## config.mk

```make
export PLATFORM = sky130hd
export DESIGN_NAME = hazard_unit
export DESIGN_NICKNAME = d
export VERILOG_FILES = /design/src/rtl/hazard_unit.sv
export SDC_FILE = /design/constraint.sdc
export NUM_CORES = 1
export LEC_CHECK = 0
export ABC_CLOCK_PERIOD_IN_PS = 4160
export CORE_MARGIN = 2
export CORE_UTILIZATION = 37
export DETAILED_ROUTE_END_ITERATION = 6
export PLACE_DENSITY = 0.85
export SYNTH_ARGS = -nofsm -noshare
export SYNTH_HDL_FRONTEND = slang
export SYNTH_SLANG_ARGS = --single-unit
```

## constraint.sdc

```tcl
create_clock -name clk -period 4.16 [get_ports clk]
set_clock_uncertainty 0.05 [all_clocks]
set_input_delay 0.832 -clock clk [delete_from_list [all_inputs] [get_ports clk]]
set_output_delay 0.832 -clock clk [all_outputs]
set_load 0.01 [all_outputs]
```

## src/rtl/hazard_unit.sv

```systemverilog
// rtl/hazard_unit.sv - RV32 pipeline hazard controller: forwarding, load-use, branch flush, multiply stall
// Optional HAZARD_PERF_EN adds saturating load-stall and flush event counters.
module hazard_unit #(
    parameter int MUL_CYCLES = 4
) (
    input  logic       clk,
    input  logic       reset,
    input  logic [4:0] Rs1D,
    input  logic [4:0] Rs2D,
    input  logic [4:0] Rs1E,
    input  logic [4:0] Rs2E,
    input  logic [4:0] RdE,
    input  logic [4:0] RdM,
    input  logic [4:0] RdW,
    input  logic       RegWriteM,
    input  logic       RegWriteW,
    input  logic       ResultSrcE0,
    input  logic       PCSrcE,
    input  logic       MulStartE,
    output logic       StallF,
    output logic       StallD,
    output logic       StallE,
    output logic       FlushD,
    output logic       FlushE,
    output logic       FlushM,
`ifdef HAZARD_PERF_EN
    output logic [15:0] LoadStallCnt,
    output logic [15:0] FlushCnt,
`endif
    output logic [1:0] ForwardAE,
    output logic [1:0] ForwardBE
);

    localparam logic [0:0] RUN  = 1'b0;
    localparam logic [0:0] BUSY = 1'b1;
    localparam logic [3:0] CNT_LOAD = 4'(MUL_CYCLES - 2);

    logic [0:0] state;
    logic [0:0] next_state;
    logic [3:0] cnt;
    logic [3:0] next_cnt;
    logic       lw_stall;
    logic       lw_resp;
    logic       br_resp;

    // M-stage result is younger than W, so it wins when both match.
    always_comb begin
        ForwardAE = 2'b00;
        if (RegWriteM && RdM != 5'd0 && RdM == Rs1E)
            ForwardAE = 2'b10;
        else if (RegWriteW && RdW != 5'd0 && RdW == Rs1E)
            ForwardAE = 2'b01;
    end

    always_comb begin
        ForwardBE = 2'b00;
        if (RegWriteM && RdM != 5'd0 && RdM == Rs2E)
            ForwardBE = 2'b10;
        else if (RegWriteW && RdW != 5'd0 && RdW == Rs2E)
            ForwardBE = 2'b01;
    end

    assign lw_stall = ResultSrcE0 && (RdE != 5'd0) && ((RdE == Rs1D) || (RdE == Rs2D));

    always_comb begin
        StallF     = 1'b0;
        StallD     = 1'b0;
        StallE     = 1'b0;
        FlushD     = 1'b0;
        FlushE     = 1'b0;
        FlushM     = 1'b0;
        lw_resp    = 1'b0;
        br_resp    = 1'b0;
        next_state = state;
        next_cnt   = cnt;
        if (state == RUN) begin
            if (PCSrcE) begin
                FlushD  = 1'b1;
                FlushE  = 1'b1;
                br_resp = 1'b1;
            end else if (lw_stall) begin
                StallF  = 1'b1;
                StallD  = 1'b1;
                FlushE  = 1'b1;
                lw_resp = 1'b1;
            end else if (MulStartE) begin
                StallF     = 1'b1;
                StallD     = 1'b1;
                StallE     = 1'b1;
                FlushM     = 1'b1;
                next_state = BUSY;
                next_cnt   = CNT_LOAD;
            end
        end else begin
            // E is frozen on the multiply, so its redirect/load flags are stale.
            StallF = 1'b1;
            StallD = 1'b1;
            StallE = 1'b1;
            FlushM = 1'b1;
            if (cnt == 4'd0)
                next_state = RUN;
            else
                next_cnt = cnt - 4'd1;
        end
        if (!reset) begin
            StallF  = 1'b0;
            StallD  = 1'b0;
            StallE  = 1'b0;
            FlushD  = 1'b0;
            FlushE  = 1'b0;
            FlushM  = 1'b0;
            lw_resp = 1'b0;
            br_resp = 1'b0;
        end
    end

    always_ff @(posedge clk) begin
        if (!reset) begin
            state <= RUN;
            cnt   <= 4'd0;
        end else begin
            state <= next_state;
            cnt   <= next_cnt;
        end
    end

`ifdef HAZARD_PERF_EN
    always_ff @(posedge clk) begin
        if (!reset) begin
            LoadStallCnt <= 16'd0;
            FlushCnt     <= 16'd0;
        end else begin
            if (lw_resp && LoadStallCnt != 16'hFFFF)
                LoadStallCnt <= LoadStallCnt + 16'd1;
            if (br_resp && FlushCnt != 16'hFFFF)
                FlushCnt <= FlushCnt + 16'd1;
        end
    end
`endif

endmodule
```

==> impl_metrics.py, run 1 <==
metrics = {
    "placement": {
        "place_ws_ps": 285.1,
        "place_congestion": 0.8903,
        "io_buffer_count": 51,
        "post-dp-hpwl_microns": 1955,
        "dp_cells": 168,
    },
    "floorplan": {
        "dieWidth_microns": 48.52,
        "dieArea_sq_um": 2354,
        "coreArea_sq_um": 1922,
        "rows": 16,
        "io_pins": 52,
        "start_util": 0.3815,
        "dieHeight_microns": 48.52,
    },
    "yosys": {
        "syn_inst": 94,
        "yosysUniqueCellTypes": 31,
        "syn-num-nets": 137,
        "avgSynthCellArea_sq_um": 7.800,
        "synth_flop_cell": "dfxtp_1",
        "synth_warnings": 0,
        "ys_seq_area_frac": 0.1365,
        "syn-cell-area_sq_um": 733.2,
        "synth_async_sr_flop_share": 0,
        "synth_edf_count": 0,
        "synth_seq_cells": 5,
    },
    "sta": {
        "post-route-min-period_ps": 3884,
        "maxSlewHeadroom": 0.6459,
        "rsz0062_at_grt": "no",
        "setup_viol": 0,
        "period_share": 0.9336,
        "worst_slew_pin_slew_ps": 526.4,
        "hold_violations": 0,
        "fin_setup_tns_ps": 0,
        "clock.fmax_mhz": 257.5,
        "maxSlewViolCount": 0,
        "setup_slack_ps": 276.4,
    },
    "setup_path": {
        "rrSetupSlack_ps": 2610,
        "critPathLaunchType": "primary input",
        "r2r-end": "cnt[3]$_SDFFE_PN0P_",
        "worstSetupPathType": "in -> out",
        "cp_data_arrival_time_ps": 3000,
        "reg2reg_from": "state$_SDFF_PN0_",
        "end_kind": "primary output",
        "worst_r2r_path_depth": 5,
        "worst-path-max-fanout": 3,
        "worstPathRequired_ps": 3280,
    },
    "clocking": {
        "cts_setup_buffers": 0,
        "cts_root_buf": "clkbuf_4",
        "htree_levels": 1,
        "cts_resized": 0,
        "clk_latency_ps": 250,
        "cts_buffer_depth": 2,
        "clock-sinks": 5,
        "ctsHoldBuffers": 0,
        "cts_tree": "done",
        "numCtsBuffers": 3,
        "clkSlewWorstSetupHoldPaths_ps": 50,
    },
    "worst_hold_path": {
        "min_path_type": "reg -> reg",
        "min_to": "cnt[2]$_SDFFE_PN0P_",
        "whs_path_depth": 2,
        "worstHoldStart": "cnt[2]$_SDFFE_PN0P_",
    },
    "drt": {
        "postRouteAntennaNets": 0,
        "wl_microns": 2190,
        "drt_iter0_drc": 1,
        "drc": 0,
        "drtPass1Iterations": 4,
        "routed_via_density": 5.093,
        "wire_per_inst_microns": 12.73,
        "vias": 876,
    },
    "finish": {
        "final_cell_mix": "clkdlybuf4s50_1 (51), xnor2_1 (16), xor2_1 (14)",
        "nFillCells": 179,
        "layout.nets": 189,
        "final_common_cell": "clkdlybuf4s50_1",
        "instances_no_fill": 172,
        "n_antenna_cell": 0,
        "drive_gt1_frac": 0.06207,
        "syn_to_final_growth_pct": 74.57,
    },
    "job": {
        "maxCapViolations": 0,
    },
    "global_route": {
        "grt_first_pass_wirelength_microns": 3705,
        "grt_util_met3": 0.07716,
        "grtUsageMet2": 0.3773,
        "grt.met1_usage": 0.1989,
        "grt_pass1_vias": 914,
        "grt_usage": 0.2005,
        "grt_max_degree": 12,
        "grt_overflow": 0,
        "antenna_found_initial": 0,
        "grt-busiest-layer": "met2",
    },
    "pwr": {
        "vdd_drop_max_mv": 0.08555,
        "powerDensity_nw_per_um2": 182.0,
        "cellLeakagePower_uw": 0.0004623,
        "finalPower_uw": 233.0,
    },
    "status": {
        "outcome": "finished, final reports clean",
    },
}
worst max-delay path, stage by stage:
cell             delay (ps)
clkdlybuf4s50_1         470
or4_4                   560
o21ai_2                 150
nor4_1                  110
nor4_2                  300
clkdlybuf4s50_1         590
kinds of logic after synthesis:
group                      after synthesis  share of synthesized area
AOI/OAI and AO/OA                       15                     0.1536
xor gates and xnor gates                30                     0.3584
adders and majority gates                1                    0.01706
buffers and inverters                    9                    0.05801
DFF                                      5                     0.1365
muxes                                    1                    0.01536
and+or+nand+nor                         33                     0.2611
metrics by stage:
step	hold slack [ps]	utilization	cell area [sq um]
after global routing	491.0	0.6660	1280
after CTS	447.9	0.6660	1280
after floorplan	410.2	-	733.2
final	447.1	0.6660	1280
after detailed placement	441.6	0.6523	1254
after global placement	420.6	0.6523	1254
worst max-delay path by stage:
stage / start / slack, ps / to / cells after the start
finish: RdM[1] / 280 / ForwardAE[0] / 6
global route: RdM[1] / 170 / ForwardAE[0] / 6
CTS: RdM[1] / 270 / ForwardAE[0] / 6
detailed placement: RdM[1] / 290 / ForwardBE[0] / 6
global placement: RdM[1] / 340 / ForwardAE[0] / 6
floorplan: RdM[1] / 1320 / ForwardAE[0] / 4
final cells by class:
type	instances	area, sq um	share of cell area
well taps	27	33.78	0.02639
repair buffers	51	510.5	0.3988
inverters	5	18.77	0.01466
clock buffers	4	26.28	0.02053
multi-input cells	80	590.6	0.4614
flip-flops and latches	5	100.1	0.07820
sequential cells by signal, indices dropped and copies added, names as in the netlist:
signal and flops:
state 1, cnt 4
cells in the mapped netlist (all sizes together) (2+ instances only):
library cell | number | share of area
xnor2 | 16 | 0.19
xor2 | 14 | 0.17
nand3 | 8 | 0.055
nand2 | 6 | 0.031
dfxtp | 5 | 0.14
inv | 5 | 0.026
nor2 | 5 | 0.026
nor4 | 5 | 0.060
o21ai | 5 | 0.039
or4 | 4 | 0.046
buf | 3 | 0.027
a31oi | 2 | 0.017
o21a | 2 | 0.020
o311a | 2 | 0.027
report_power, final:
group	leakage [uW]	internal (uW)	switching, uW
Sequential	0.0000409	51.7	5.10
Clock	0.0000150	36.5	22.9
Combinational	0.000406	70.8	46.0
routing by layer:
layer / routed length [microns] / vias up
met5: 0 / -
met4: 22 / 0
met3: 225 / 3
met2: 1124 / 39
met1: 817 / 399
li1: - / 435
Note: power is estimated with default switching activity, not from simulation.
==> run 2: changes to the inputs <==
ABC_AREA = 1   (was unset)
CORE_UTILIZATION = 39   (was 37)
RECOVER_POWER = 100   (was unset)
==> run 2 against run 1 <==
Compared with the run above:
- area after synthesis is 13% higher
- highest routed layer unchanged
- largest cell class unchanged
- die area is 6.3% higher
- utilization is 2.8 points higher
- count of clock-buffer cells in the layout stayed put
- design area is 7.5% higher
- worst hold slack better by 16 ps
==> impl_metrics.py, run 2 <==
metrics = {
    "setup_path": {
        "critPathLaunchType": "primary input",
        "worstSetupPathType": "in -> out",
        "worstPathRequired_ps": 3280,
        "r2r-end": "cnt[0]$_SDFFE_PN0P_",
        "cp_cell_sequence": "dlygate4sd3_1, inv_1, nand2_1, nand2_1, nor2_1, nand3_1, nand2_1, nand2_1, a21oi_1, dlygate4sd3_1",
        "rrSetupSlack_ps": 2780,
        "reg2reg_from": "cnt[0]$_SDFFE_PN0P_",
        "cpMaxStageDelayCell": "dlygate4sd3_1",
        "worst_path_largest_cell_delay_ps": 640,
        "worst_r2r_path_depth": 7,
        "crit_top_cell": "nand2_1",
        "cp_data_arrival_time_ps": 2770,
        "worst-path-max-fanout": 3,
        "critPathTopFamily": "buffers and inverters",
        "end_kind": "primary output",
        "path_buf_inv": 3,
    },
    "global_route": {
        "grt_max_degree": 9,
        "grt_first_pass_wirelength_microns": 4112,
        "antenna_found_initial": 0,
        "grt_pass1_vias": 1070,
        "grt_usage": 0.2053,
        "grt_overflow": 0,
    },
    "clocking": {
        "htree_levels": 1,
        "cts_resized": 0,
        "cts_buffer_depth": 2,
        "cts_root_buf": "clkbuf_4",
        "ctsHoldBuffers": 0,
        "cts_setup_buffers": 0,
        "clkSlewWorstSetupHoldPaths_ps": 50,
        "clock-sinks": 5,
        "clk_latency_ps": 240,
        "numCtsBuffers": 3,
        "cts_tree": "done",
    },
    "sta": {
        "hold_violations": 0,
        "setup_slack_ps": 508.6,
        "clock.fmax_mhz": 273.9,
        "rsz0062_at_grt": "no",
        "maxSlewViolCount": 0,
        "setup_viol": 0,
        "worst_slew_pin_slew_ps": 342.4,
        "whs_ps": 462.8,
        "fin_setup_tns_ps": 0,
        "post-route-min-period_ps": 3651,
        "period_share": 0.8777,
        "maxSlewHeadroom": 0.7696,
    },
    "yosys": {
        "yosysUniqueCellTypes": 19,
        "synth_common_cells": "nand2_1 (40), inv_1 (20), nor2_1 (19), xnor2_1 (15), nand3_1 (12)",
        "synth.area.top_cells": "nand2_1 (18%), xnor2_1 (16%), dfxtp_1 (12%), inv_1 (9.1%), nor2_1 (8.6%)",
        "synth_top_cell_by_area": "nand2_1",
        "syn-cell-area_sq_um": 825.8,
        "synth_edf_count": 0,
        "ys_seq_area_frac": 0.1212,
        "yosysMostFrequentCell": "nand2_1",
        "synth_async_sr_flop_share": 0,
        "synth_flop_cell": "dfxtp_1",
        "syn_inst": 143,
        "syn-num-nets": 186,
        "synth_warnings": 0,
        "yosysTopAreaCellShare": 0.1818,
        "avgSynthCellArea_sq_um": 5.775,
        "synth_seq_cells": 5,
    },
    "worst_hold_path": {
        "worstHoldStart": "cnt[1]$_SDFFE_PN0P_",
        "min_path_type": "reg -> reg",
        "min_to": "cnt[1]$_SDFFE_PN0P_",
        "whs_path_depth": 2,
    },
    "status": {
        "outcome": "finished, final reports clean",
    },
    "finish": {
        "n_antenna_cell": 0,
        "syn_to_final_growth_pct": 66.67,
        "final_cell_mix": "nand2_1 (40), clkdlybuf4s50_1 (40), inv_1 (20)",
        "reg.largest.list": "cnt x4, state x1",
        "layout.nets": 240,
        "largest_reg_flops": 4,
        "largest_register": "cnt",
        "drive_gt1_frac": 0.04082,
    },
    "drt": {
        "drtPass1Iterations": 5,
        "vias": 1072,
        "postRouteAntennaNets": 0,
        "wl_microns": 2382,
        "wire_per_inst_microns": 10.68,
        "drt_iter0_drc": 14,
        "routed_via_density": 4.807,
        "drc": 0,
    },
    "pwr": {
        "p_int_uw": 159.8,
        "finalPower_uw": 242.0,
        "swShare": 0.3397,
        "combPwrFrac": 0.535,
        "p_sw_uw": 82.20,
        "cellLeakagePower_uw": 0.0006500,
        "powerDensity_nw_per_um2": 175.8,
        "p_clk_frac": 0.232,
        "p_seq_frac": 0.232,
        "vdd_drop_max_mv": 0.1407,
    },
    "placement": {
        "io_buffer_count": 51,
        "place_ws_ps": 601.8,
        "place_congestion": 0.8624,
        "post-dp-hpwl_microns": 2060,
    },
    "job": {
        "maxCapViolations": 0,
    },
    "floorplan": {
        "dieArea_sq_um": 2502,
        "coreArea_sq_um": 1982,
        "rows": 16,
        "io_pins": 52,
        "start_util": 0.4167,
        "dieWidth_microns": 50.02,
        "dieHeight_microns": 50.02,
    },
}
-- run 2: layout make-up --
cell class / instances / area, sq um
multi-input cells: 113 / 619.3
fillers: 172 / 605.6
repair buffers: 51 / 510.5
flip-flops and latches: 5 / 100.1
inverters: 23 / 86.33
well taps: 27 / 33.78
clock buffers: 4 / 26.28
-- run 2: tightest hold or removal path, delay by kind of cell, from the launching register on --
kind	cells	cell delay, ps
buf+inv	1	100
compound gates	1	80
flops	1	290
-- run 2: power by group through the flow --
| stage | sequential [uW] | combinational, uW | clock (uW) |
|---|---|---|---|
| after floorplan | 56.2 | 66.2 | 0 |
| after global placement | 56.9 | 128 | 0 |
| after detailed placement | 57.1 | 131 | 0 |
| after CTS | 56.1 | 132 | 58.3 |
| after global routing | 56.9 | 143 | 61.0 |
| final | 56.2 | 129 | 56.2 |
-- run 2: layer usage --
metal	wire length (microns)	GRT usage	up-vias
li1	-	-	546
met1	862	0.1930	471
met2	1321	0.4364	49
met3	131	0.01818	6
met4	66	0.07407	0
met5	0	0	-
-- run 2: worst max path at each step --
stage | startpoint | endpoint | cells past startpoint
after floorplan | RdE[1] | StallF | 9
after global placement | RdE[1] | FlushE | 12
after detailed placement | RdE[1] | StallD | 10
after CTS | RdE[1] | StallD | 10
after global routing | RdE[1] | StallD | 10
final | RdE[1] | StallD | 10
-- run 2: kinds of logic (layout without fill, tap and decap cells) --
kind of cell,Yosys count,count (layout),synth area share
adder cells (fa/ha/maj),1,1,0.01515
AND/OR/NAND/NOR,81,81,0.4288
AO/OA/AOI/OAI,8,8,0.06818
XOR/XNOR,23,23,0.2439
flip-flops,5,5,0.1212
buffers and inverters,25,78,0.1227
-- run 2: per-stage QoR --
step	area [sq um]	cells	util
final	1376	223	0.6944
after global routing	1376	223	0.6944
after CTS	1381	223	0.6970
after detailed placement	1355	219	0.6837
after global placement	1355	219	0.6837
after floorplan	825.8	143	-
==> run 3: changes to the inputs <==
CAP_MARGIN = 20   (was unset)
==> results of run 3 <==
No change in the layout: final DEF, timing and power equal those of run 2.
